`config.mk`:
```
export PLATFORM = sky130hd
export DESIGN_NAME = hmi_rx_parser
export DESIGN_NICKNAME = d
export VERILOG_FILES = /design/src/rtl/hmi_rx_parser.sv
export SDC_FILE = /design/constraint.sdc
export NUM_CORES = 1
export LEC_CHECK = 0
export ABC_AREA = 1
export BUFFER_PORTS_ARGS = -buffer_cell sky130_fd_sc_hd__clkbuf_2
export CORE_UTILIZATION = 55
export DETAILED_ROUTE_END_ITERATION = 8
export PLACE_DENSITY = 0.77
export SLEW_MARGIN = 10
export SYNTH_ARGS = -nofsm -noshare
export SYNTH_HDL_FRONTEND = slang
export SYNTH_SLANG_ARGS = --single-unit
export TNS_END_PERCENT = 10
```
`constraint.sdc`:
```
create_clock -name clk -period 2.4 [get_ports clk]
set_clock_uncertainty 0.1 [all_clocks]
set_input_delay 0.6 -clock clk [delete_from_list [all_inputs] [get_ports clk]]
set_output_delay 0.6 -clock clk [all_outputs]
set_load 0.1 [all_outputs]
```
`src/rtl/hmi_rx_parser.sv`:
```
// HMI return-frame parser: touch, numeric and status frames ending in FF FF FF.
// Registered strobes plus held data, and the auto-mode toggle.
module hmi_rx_parser #(
    parameter int unsigned TIMEOUT_CYC = 1_000_000,
    parameter logic [7:0]  AUTO_PAGE   = 8'h00,
    parameter logic [7:0]  AUTO_COMP   = 8'h0D,
    parameter logic        AUTO_INIT   = 1'b0
) (
    input  logic        clk,
    input  logic        rst,
    input  logic [7:0]  rx_data,
    input  logic        rx_ack,
    output logic        touch_valid,
    output logic [7:0]  touch_page,
    output logic [7:0]  touch_comp,
    output logic        touch_press,
    output logic        num_valid,
    output logic [31:0] num_value,
    output logic        status_valid,
    output logic [7:0]  status_code,
    output logic        frame_err,
    output logic        auto_mode
);
    localparam int GW = $clog2(TIMEOUT_CYC + 1);
    localparam logic [GW-1:0] GAP_MAX = GW'(TIMEOUT_CYC);

    typedef enum logic [1:0] {IDLE, PAYLOAD, TERM, DROP} state_t;
    typedef enum logic [1:0] {K_TOUCH, K_NUM, K_STAT} kind_t;

    state_t        state, state_n;
    kind_t         kind;
    logic [2:0]    need;
    logic [2:0]    cnt;
    logic [1:0]    ff_cnt;
    logic [31:0]    pl;
    logic [7:0]    stat_pend;
    logic [GW-1:0] gap;
    logic          commit;
    logic          err_n;
    logic          timeout;
    logic          is_ff;
    logic          auto_hit;

    assign is_ff = (rx_data == 8'hFF);
    // Touch payload lands in the top three bytes after three shifts.
    assign auto_hit = (pl[15:8] == AUTO_PAGE) && (pl[23:16] == AUTO_COMP) && pl[24];

    always_comb begin
        state_n = state;
        commit  = 1'b0;
        err_n   = 1'b0;
        timeout = 1'b0;
        if (rx_ack) begin
            unique case (state)
                IDLE: begin
                    unique case (1'b1)
                        (rx_data == 8'h65),
                        (rx_data == 8'h71): state_n = PAYLOAD;
                        (rx_data <= 8'h24): state_n = TERM;
                        is_ff:              state_n = IDLE;
                        default: begin
                            err_n   = 1'b1;
                            state_n = DROP;
                        end
                    endcase
                end
                PAYLOAD: begin
                    if (cnt == need - 3'd1)
                        state_n = TERM;
                end
                TERM: begin
                    if (!is_ff) begin
                        err_n   = 1'b1;
                        state_n = DROP;
                    end else if (ff_cnt == 2'd2) begin
                        commit  = 1'b1;
                        state_n = IDLE;
                    end
                end
                DROP: begin
                    if (is_ff && ff_cnt == 2'd2)
                        state_n = IDLE;
                end
            endcase
        end else if (state != IDLE && gap == GAP_MAX) begin
            timeout = 1'b1;
            state_n = IDLE;
            err_n   = (state != DROP);
        end
    end

    always_ff @(posedge clk) begin
        if (rst) begin
            state        <= IDLE;
            kind         <= K_STAT;
            need         <= 3'd0;
            cnt          <= 3'd0;
            ff_cnt       <= 2'd0;
            pl           <= 32'd0;
            stat_pend    <= 8'h00;
            gap          <= '0;
            touch_valid  <= 1'b0;
            touch_page   <= 8'h00;
            touch_comp   <= 8'h00;
            touch_press  <= 1'b0;
            num_valid    <= 1'b0;
            num_value    <= 32'd0;
            status_valid <= 1'b0;
            status_code  <= 8'h00;
            frame_err    <= 1'b0;
            auto_mode    <= AUTO_INIT;
        end else begin
            state        <= state_n;
            touch_valid  <= commit && (kind == K_TOUCH);
            num_valid    <= commit && (kind == K_NUM);
            status_valid <= commit && (kind == K_STAT);
            frame_err    <= err_n;

            if (rx_ack || state == IDLE || timeout)
                gap <= '0;
            else if (gap != GAP_MAX)
                gap <= gap + 1'b1;

            if (timeout)
                ff_cnt <= 2'd0;
            else if (rx_ack) begin
                if (state_n != state)
                    ff_cnt <= 2'd0;
                else if (is_ff)
                    ff_cnt <= ff_cnt + 2'd1;
                else
                    ff_cnt <= 2'd0;
            end

            if (rx_ack && state == IDLE) begin
                cnt <= 3'd0;
                if (rx_data == 8'h65) begin
                    kind <= K_TOUCH;
                    need <= 3'd3;
                end else if (rx_data == 8'h71) begin
                    kind <= K_NUM;
                    need <= 3'd4;
                end else if (rx_data <= 8'h24) begin
                    kind      <= K_STAT;
                    need      <= 3'd0;
                    stat_pend <= rx_data;
                end
            end

            if (rx_ack && state == PAYLOAD) begin
                cnt <= cnt + 3'd1;
                pl  <= {rx_data, pl[31:8]};
            end

            if (commit) begin
                unique case (kind)
                    K_TOUCH: begin
                        touch_page  <= pl[15:8];
                        touch_comp  <= pl[23:16];
                        touch_press <= pl[24];
                        if (auto_hit)
                            auto_mode <= ~auto_mode;
                    end
                    K_NUM:   num_value   <= pl;
                    default: status_code <= stat_pend;
                endcase
            end
        end
    end
endmodule
```
==> results.md, run 1 <==
* Worst r2r path cells at 12
* H-tree Lvls at 4
* Vias at 4796
* Worst path buffer plus inverter count at 1
* Die area at 10500 sq um
* ANT cells at 0
* DRC viols at 0
* Hold path cells at 3
* Met2 Use GR at 0.433
* Max-Cap Viols at 0
* Clk_lat worst skew at 0.52 ns
* DRT Wirelength at 12.7 mm
* Initial core utilization at 0.566
* DRT Pass-1 Iters at 5
* Critical hold path startpoint: rx_data[6]
* Slew Limit Fails at 0
* Clock Root Buffer: clkbuf_8
* Hold WC Path Type: input pin to flip-flop
* WP data required at 1.70 ns
* Peak Freq at 484 MHz
* Nets at 771
* Cell family with most CP delay: buffers and inverters
* Die Ht at 102 um
* Max-slew headroom at 0.624
* Syn avg cell area at 8.04 sq um
* GRT Util Overall at 0.252
* Hold buffers post-CTS at 0
* Worst path slowest cell: clkbuf_2
* Reg clk slew, reported paths at 0.06 ns
* CTS Buffer Depth at 2
* Post-CTS sizing at 0
* Setup Fix Bufs, Post-CTS at 0
* Ports at 73
* Gpl congestion at 0.844
* Crit Path Class: flip-flop to primary output
* R2r endpoint: ff_cnt[1]$_SDFFE_PP0P_
* Worst VDD drop at 519 uV
* Crit path cell chain: clkbuf_2
* Hold Path End: pl[30]$_SDFFE_PP0P_
* Final setup viols at 0
* Mapped Nets at 703
* CTS tree: done
* Final ANT Viol Nets at 0
* Crit path DAT at 1.37 ns
* Status: completed
* Hold WS at 0.271 ns
* M1 GR Usage at 0.287
* Share of cells above drive strength 1 at 0.216
* Reg2Reg Setup Slack at 0.46 ns
* Critical path startpoint category: flip-flop
* Most common cell after layout, fill and taps aside: dfxtp_1
* Vias in the first global route at 4484
* Netlist Area Pre-Place at 5530 sq um
* First-pass GRT wire length at 20.4 mm
* Core area at 9770 sq um
* Core Rows at 36
* Met3 usage at 0.0650
* Cells after synthesis at 688
* Element type at the critical path end: primary output
* PD cells at 769 nW/um^2
* Most crowded layer after global routing: met2
* CP max FO at 2
* Fillers at 805
* Vias per inst at 5.32
* Wire length per cell at 14.0 um
* Area grow syn2layout at 19.0%
* Initial DRC count at 195
* Port buffer count at 72
* Number of buffers created by CTS at 17
* Initial antenna violation count at 0
* Worst Slack Setup Final at 0.332 ns
* Post-DP HPWL at 8.41 mm
* Final hold violation count at 0
* Flop and latch count out of synthesis at 132
* CTS sink count at 132
* Pleak at 0.00271 uW
* Congestion Overflow GR at 0
* Final Util at 0.673
* Maximum number of pins on one net before global-route repair at 66
* Reg2reg start: kind[0]$_SDFFE_PP0P_
* Fin crit share at 0.861
* Sequential fraction of the synthesis area at 0.478
* Yosys warns at 0
* DP Worst Slack at 0.189 ns
* Slew @ Worst Pin at 0.567 ns
* Total Neg Setup Slack at 0 ns
* RSZ-0062 raised after global routing: no
* Worst path max stage delay at 0.48 ns
* Final min period at 2.07 ns
* Most frequent cells in the layout: 132 x dfxtp_1, 103 x nor2_1, 89 x nand2_1, 81 x inv_1, 72 x clkbuf_2
* DIE WIDTH at 102 um
* Synth unique cells at 41
-- worst max-delay path by stage --
| stage | from | to | slack, ns | cells past startpoint |
|---|---|---|---|---|
| 6_report | num_value[25]$_SDFFE_PP0P_ | num_value[25] | 0.33 | 1 |
| 5_1_grt | gap[0]$_SDFFE_PP0P_ | gap[14]$_SDFFE_PP0P_ | 0.26 | 7 |
| 4_1_cts | num_value[25]$_SDFFE_PP0P_ | num_value[25] | 0.32 | 1 |
| 3_5_place_dp | rx_data[5] | num_value[31]$_SDFFE_PP0P_ | 0.19 | 10 |
| 3_3_place_gp | rx_data[5] | num_value[31]$_SDFFE_PP0P_ | 0.26 | 10 |
| 2_1_floorplan | rx_data[1] | auto_mode$_SDFFE_PP0P_ | 0.45 | 11 |
-- Yosys cell counts (all sizes together) --
cell / number / area [sq um]
nand3b: 1 / 7.51
o31ai: 1 / 7.51
nand3: 28 / 155
or2: 2 / 12.5
o21bai: 2 / 15.0
nand2: 93 / 367
clkbuf: 17 / 63.8
o21a: 3 / 22.5
nor3: 12 / 87.6
nor3b: 2 / 20.0
ha: 4 / 50.1
inv: 86 / 323
o2111ai: 1 / 8.76
or3: 1 / 6.26
nor2: 111 / 457
nand4: 9 / 56.3
a21oi: 59 / 295
o211ai: 1 / 7.51
nor4: 5 / 31.3
a31oi: 10 / 62.6
o21ai: 51 / 255
clkinv: 1 / 3.75
a211oi: 36 / 415
dfxtp: 132 / 2640
xor2: 5 / 43.8
buf: 15 / 114
-- metrics by stage --
step	total power (uW)	std cells	cell area, sq um
4_1_cts	5080	902	6580
6_report	5060	902	6580
5_1_grt	5220	902	6580
3_3_place_gp	2500	870	5990
3_5_place_dp	2510	870	5990
2_1_floorplan	2440	688	5530
-- metal layers --
layer,share of wire,up-vias
met5,0,-
met2,0.51,132
met1,0.43,2220
met3,0.040,36
met4,0.026,0
li1,-,2408
-- logic make-up after synthesis --
family	after synthesis	synth area share
AOI/OAI and AO/OA	164	0.197
xor gates and xnor gates	5	0.00792
adders and majority gates	4	0.00905
buffers and inverters	119	0.0912
DFF	132	0.478
and+or+nand+nor	264	0.217
-- where the power goes --
group,total (uW),switching [uW],internal (uW)
registers,2260,31.8,2220
logic,212,152,59.6
clock network,2590,996,1600
-- cell type report --
cell class                      instances  area [sq um]  area share
Sequential cell                       132          2640       0.402
Multi-Input combinational cell        437          2390       0.363
Timing Repair Buffer                   81           465      0.0707
Clock buffer                           18           418      0.0635
Inverter                               87           327      0.0496
Clock inverter                         14           176      0.0268
Tap cell                              133           166      0.0253
-- registers in the layout, summed over array words and instances (netlist names), 2 cells and up --
signal	flops
num_value	32
pl	32
gap	20
stat_pend	8
status_code	8
touch_comp	8
touch_page	8
cnt	3
ff_cnt	2
kind	2
state	2
Power figures use the tool's default switching activity.
==> inputs of run 2 (changes only) <==
Settings changed: CORE_UTILIZATION 55 to 57, PLACE_DENSITY 0.77 to 0.79, RECOVER_POWER set to 25.
==> run 2 against run 1 <==
- global-route usage rose by 0.81 points
- sequential power barely moved
- critical path depth rose by 7
- final area fell by 1.6%
- first-iteration DRC count rose by 32%
- total power fell by 4.5%
- count of clock-buffer cells in the layout did not move
- non-clock buffer count did not move
- via count rose by 0.69%
- combinational power fell by 3%
- sequential cell count did not move
- largest cell class unchanged
==> results.md, run 2 (synthesis gave the netlist of run 1 again) <==
* Status: completed
* Crit path cell chain: inv_1 -> ha_1 -> nand3_1 -> nor2_1 -> nand2_2 -> buf_4 -> nor2_1 -> a211oi_2
* Combinational Power Share at 0.043 (about the same)
* CTS Buffer Depth at 2 (unchanged)
* Fin crit share at 0.864 (+0.00263)
* Wire length on met1 at 5.42 mm (+0.22%)
* Worst path slowest cell: buf_4
* Final setup viols at 0 (unchanged)
* Fillers at 748 (-7.1%)
* Element type at the critical path end: flip-flop
* Sw Pwr at 1170 uW (-1.2%)
* Final Instance Area at 6480 sq um (-1.6%)
* Register share of total power at 0.466 (+0.020)
* Pint at 3670 uW (-5.5%)
* First-pass GRT wire length at 20.5 mm (+0.47%)
* ANT cells at 0 (unchanged)
* DP Area at 5980 sq um (about the same)
* Post-DP HPWL at 8.45 mm (+0.48%)
* DRT Wirelength at 12.3 mm (-2.9%)
* Crit Path Class: flip-flop to flip-flop
* WP data required at 2.73 ns (+1.03 ns)
* Final min period at 2.07 ns (+0.00631 ns)
* Finished Layout Cells at 898 (-0.44%)
* Initial DRC count at 257 (+32%)
* DRT Pass-1 Iters at 5 (unchanged)
* Most frequent cells in the layout: 132 x dfxtp_1, 107 x nor2_1, 90 x nand2_1, 82 x inv_1, 74 x clkbuf_2
* Total Neg Setup Slack at 0 ns (unchanged)
* Maximum number of pins on one net before global-route repair at 66 (unchanged)
* Congestion Overflow GR at 0 (unchanged)
* Reg2Reg Setup Slack at 0.33 ns (-0.13 ns)
* Hold buffers post-CTS at 0 (unchanged)
* CTS sink count at 132 (unchanged)
* CTS tree: done
* Pleak at 0.00267 uW (-1.3%)
* PD cells at 746 nW/um^2 (-2.9%)
* DIE WIDTH at 101 um (-1.7%)
* Peak Freq at 482 MHz (-0.30%)
* Max-slew headroom at 0.485 (-0.139)
* Slew @ Worst Pin at 0.773 ns (+0.206 ns)
* Number of buffers created by CTS at 17 (unchanged)
* Core Rows at 35 (-2.8%)
* Reg clk slew, reported paths at 0.06 ns (about the same)
* Area grow syn2layout at 17.1%
* Initial antenna violation count at 0 (unchanged)
* Worst r2r path cells at 8 (-4)
* Critical path startpoint category: flip-flop
* Nets at 771 (unchanged)
* Ports at 73 (unchanged)
* Met3 WL at 508 um (+1.2%)
* Most frequent CP cell: nor2_1
* CP max FO at 65 (+63)
* Clk_lat worst skew at 0.52 ns (about the same)
* Max-Cap Viols at 0 (unchanged)
* Share of cells above drive strength 1 at 0.204 (-0.0117)
* Top sig layer: met4
* Metal2 WL at 6.09 mm (-5.2%)
* Setup crit start: ff_cnt[0]$_SDFFE_PP0P_
* Vias in the first global route at 4549 (+1.4%)
* Final hold violation count at 0 (unchanged)
* Vias per inst at 5.38 (+1.1%)
* GRT Util Overall at 0.260 (+0.00806)
* Hold WS at 0.274 ns (+0.00292 ns)
* H-tree Lvls at 4 (unchanged)
* RSZ-0062 raised after global routing: no
* Crit path DAT at 2.41 ns (+1.04 ns)
* Largest regs: num_value (32), pl (32), gap (20)
* Reg2reg start: ff_cnt[0]$_SDFFE_PP0P_
* Clock Root Buffer: clkbuf_8
* DRC viols at 0 (unchanged)
* Clock power frac at 0.491 (-0.021)
* Switching Fraction at 0.241 (+0.00808)
* Die Ht at 101 um (-1.7%)
* Core area at 9330 sq um (-4.6%)
* Gpl congestion at 0.878 (+4.1%)
* Die area at 10100 sq um (-3.4%)
* Setup Fix Bufs, Post-CTS at 0 (unchanged)
* Wire length per cell at 13.7 um (-2.5%)
* Cells after DPL at 866 (-0.46%)
* R2r endpoint: num_value[2]$_SDFFE_PP0P_
* Hold WC Path Type: input pin to flip-flop
* Final ANT Viol Nets at 0 (unchanged)
* Slew Limit Fails at 0 (unchanged)
* Worst path max stage delay at 0.61 ns (+0.13 ns)
* Worst Setup EP: num_value[2]$_SDFFE_PP0P_
* Vias at 4829 (+0.69%)
* Port buffer count at 72 (unchanged)
* Most common cell after layout, fill and taps aside: dfxtp_1
* Worst VDD drop at 708 uV (+36%)
* Initial core utilization at 0.593 (+0.0271)
* Post-CTS sizing at 0 (unchanged)
## run 2: cell count changes in the layout (fill, tap and decap cells not counted), sizes merged
| cell | delta |
|---|---|
| buf | -3 |
| clkbuf | +3 |
| bufinv | -2 |
| clkinv | +2 |
| clkinvlp | +1 |
| inv | -1 |
## run 2: area by class of cell
class                   instances  area [sq um]  share of cell area
repair buffers                 81           444              0.0686
clock buffers                  18           418              0.0645
multi-input cells             437          2350               0.363
clock inverters                14           131              0.0203
flip-flops and latches        132          2640               0.408
inverters                      87           327              0.0504
well taps                     129           161              0.0249
## run 2: how the worst min path moves through the flow
| stage | startpoint | end | slack (ns) | depth (start not counted) |
|---|---|---|---|---|
| 6_report | rx_data[7] | pl[31]$_SDFFE_PP0P_ | 0.27 | 3 |
| 5_1_grt | rx_data[7] | pl[31]$_SDFFE_PP0P_ | 0.27 | 3 |
| 4_1_cts | rx_data[7] | pl[31]$_SDFFE_PP0P_ | 0.26 | 3 |
| 3_5_place_dp | stat_pend[6]$_SDFFE_PP0P_ | stat_pend[6]$_SDFFE_PP0P_ | 0.34 | 2 |
| 3_3_place_gp | stat_pend[7]$_SDFFE_PP0P_ | stat_pend[7]$_SDFFE_PP0P_ | 0.33 | 2 |
| 2_1_floorplan | stat_pend[6]$_SDFFE_PP0P_ | stat_pend[6]$_SDFFE_PP0P_ | 0.32 | 2 |
## run 2: metrics by stage
stage	total power, uW	worst slack [ns]	utilization
final	4830	0.326	0.694
after global routing	5000	0.127	0.694
after global placement	2500	0.288	0.641
after CTS	4870	0.312	0.700
after detailed placement	2510	0.211	0.641
after floorplan	2440	0.447	-
## run 2: power groups by stage
stage / combinational (uW) / sequential, uW / clock (uW)
floorplan: 142 / 2300 / 0
global placement: 202 / 2300 / 0
detailed placement: 205 / 2300 / 0
CTS: 207 / 2250 / 2410
global route: 229 / 2260 / 2510
finish: 206 / 2250 / 2370
## run 2: critical path, delay by kind of cell, from the launching register on
kind	cells	cell delay [ns]
flops	1	0.35
buf+inv	2	0.66
simple gates	4	0.41
compound gates	1	0.19
fa+ha+maj	1	0.25
## run 2: layer usage
layer  GRT usage  up-vias
met4       0.101        0
met1       0.311     2257
met2       0.442      133
li1            -     2412
met3      0.0742       27
met5           0        -
==> inputs of run 3 (changes only) <==
Settings changed: CORE_ASPECT_RATIO set to 1.5.
==> run 3 against run 2 <==
- die area about the same
- non-clock buffer count is 2 higher
- total power increased by 8.0%
- final cell count fell by 1.8%
- largest power group unchanged
- critical endpoint is now num_value[16]$_SDFFE_PP0P_
- sequential power barely moved
==> results.md, run 3 (synthesis gave the netlist of run 1 again) <==
* Status: completed
* Clk_lat worst skew at 0.42 ns (-0.10 ns)
* Nets at 773 (+0.26%)
* Worst VDD drop at 703 uV (-0.65%)
* DRT Wirelength at 12.9 mm (+5.0%)
* Vias per inst at 5.54 (+3.1%)
* Final setup viols at 0 (unchanged)
* Wire length per cell at 14.6 um (+6.9%)
* Pleak at 0.00270 uW (+0.87%)
* Gpl congestion at 0.917 (+4.4%)
* WP data required at 2.57 ns (-0.16 ns)
* Worst path slowest cell: buf_4
* DRT Pass-1 Iters at 5 (unchanged)
* Vias at 4890 (+1.3%)
* PD cells at 797 nW/um^2 (+6.7%)
* Initial antenna violation count at 0 (unchanged)
* Most common cell after layout, fill and taps aside: dfxtp_1
* Crit path cell chain: clkbuf_1 -> nand2_1 -> nor2_1 -> nand2_1 -> nor2_4 -> nand3_2 -> nor2_4 -> nand2_2 -> buf_4 -> nor2_1 -> a211oi_2
* CTS tree: done
* DRC viols at 0 (unchanged)
* Critical path startpoint category: input pin
* Fillers at 773 (+3.3%)
* Core area at 9360 sq um (+0.36%)
* H-tree Lvls at 4 (unchanged)
* Port buffer count at 72 (unchanged)
* Hold buffers post-CTS at 0 (unchanged)
* First-pass GRT wire length at 21.1 mm (+2.8%)
* Final ANT Viol Nets at 0 (unchanged)
* Area grow syn2layout at 18.5%
* Initial core utilization at 0.591 (-0.00214)
* Total Neg Setup Slack at 0 ns (unchanged)
* Worst Slack Setup Final at 0.279 ns (-0.0473 ns)
* CTS Buffer Depth at 2 (unchanged)
* Largest regs: num_value (32), pl (32), gap (20)
* Die area at 10100 sq um (about the same)
* Share of cells above drive strength 1 at 0.206 (+0.00233)
* CTS sink count at 132 (unchanged)
* Slew Limit Fails at 0 (unchanged)
* Final min period at 2.12 ns (+0.0473 ns)
* Initial DRC count at 283 (+10%)
* Max-Cap Viols at 0 (unchanged)
* DIE WIDTH at 82.4 um (-18%)
* Element type at the critical path end: flip-flop
* Most frequent cells in the layout: 132 x dfxtp_1, 105 x nor2_1, 90 x nand2_1, 81 x inv_1, 72 x clkbuf_2
* Setup Fix Bufs, Post-CTS at 0 (unchanged)
* Congestion Overflow GR at 0 (unchanged)
* Slew @ Worst Pin at 0.981 ns (+0.208 ns)
* Clock Root Buffer: clkbuf_16
* Fin crit share at 0.884 (+0.0197)
* Vias in the first global route at 4629 (+1.8%)
* DP Worst Slack at 0.195 ns (-0.0158 ns)
* Max-slew headroom at 0.346 (-0.139)
* Crit path DAT at 2.29 ns (-0.12 ns)
* Reg clk slew, reported paths at 0.06 ns (about the same)
* Peak Freq at 471 MHz (-2.2%)
* GRT Util Overall at 0.280 (+0.0200)
* Final hold violation count at 0 (unchanged)
* Post-CTS sizing at 0 (unchanged)
* Hold WC Path Type: flip-flop to flip-flop
* Post-DP HPWL at 8.74 mm (+3.3%)
* RSZ-0062 raised after global routing: no
* Worst path max stage delay at 0.36 ns (-0.25 ns)
* ANT cells at 0 (unchanged)
* Crit Path Class: input pin to flip-flop
* Maximum number of pins on one net before global-route repair at 66 (unchanged)
* Ports at 73 (unchanged)
* CP max FO at 65 (unchanged)
* Core Rows at 43 (+23%)
* Die Ht at 123 um (+22%)
* Number of buffers created by CTS at 17 (unchanged)
## run 3: cell count changes in the layout (fill, tap and decap cells not counted), moves of 2 or more
cell | before | now
clkbuf_2 | 74 | 72
clkbuf_1 | 2 | 4
nor2_1 | 107 | 105
bufinv_16 | 1 | 4
buf_4 | 4 | 6
inv_8 | 2 | 0
clkinv_2 | 4 | 1
## run 3: worst paths after layout
kind | from | cells after the start | slack [ns] | to
max | rx_data[1] | 11 | 0.28 | num_value[16]$_SDFFE_PP0P_
min | stat_pend[7]$_SDFFE_PP0P_ | 2 | 0.34 | stat_pend[7]$_SDFFE_PP0P_
max reg2reg | state[1]$_SDFF_PP0_ | 5 | 0.33 | pl[10]$_SDFFE_PP0P_
min reg2reg | stat_pend[7]$_SDFFE_PP0P_ | 2 | 0.34 | stat_pend[7]$_SDFFE_PP0P_
## run 3: per-stage QoR
stage	std cells	hold slack [ns]	area [sq um]	util	total power, uW
after floorplan	688	0.315	5530	-	2440
after global placement	851	0.324	5980	0.638	2500
after detailed placement	851	0.328	5980	0.638	2510
after CTS	882	0.336	6610	0.706	5250
after global routing	882	0.375	6560	0.700	5370
final	882	0.337	6560	0.700	5220
## run 3: per-layer routing
metal,GRT usage,part of all wire,vias to the layer above,routed length (um)
li1,-,-,2416,-
met1,0.294,0.39,2294,5080
met2,0.491,0.52,148,6770
met3,0.0825,0.050,32,647
met4,0.145,0.033,0,422
met5,0,0,-,0
## run 3: where the power goes
group	total [uW]	leakage (uW)	internal, uW	switching [uW]
Combinational	212	0.00133	57.3	155
Sequential	2260	0.00107	2230	30.2
Clock	2750	0.000303	1790	964
Total	5220	0.00270	4070	1150
## run 3: area by class of cell
type | count | area [sq um] | area share
Multi-Input combinational cell | 437 | 2360 | 0.360
Timing Repair Buffer | 83 | 457 | 0.0697
Sequential cell | 132 | 2640 | 0.403
Inverter | 87 | 327 | 0.0498
Clock buffer | 20 | 457 | 0.0697
Clock inverter | 11 | 175 | 0.0267
Tap cell | 112 | 140 | 0.0214
## run 3: worst max-delay path: cells and delay by family
kind	cells	cell delay (ns)
AO/OA/AOI/OAI	1	0.06
AND/OR/NAND/NOR	8	1.11
buffers and inverters	2	0.50
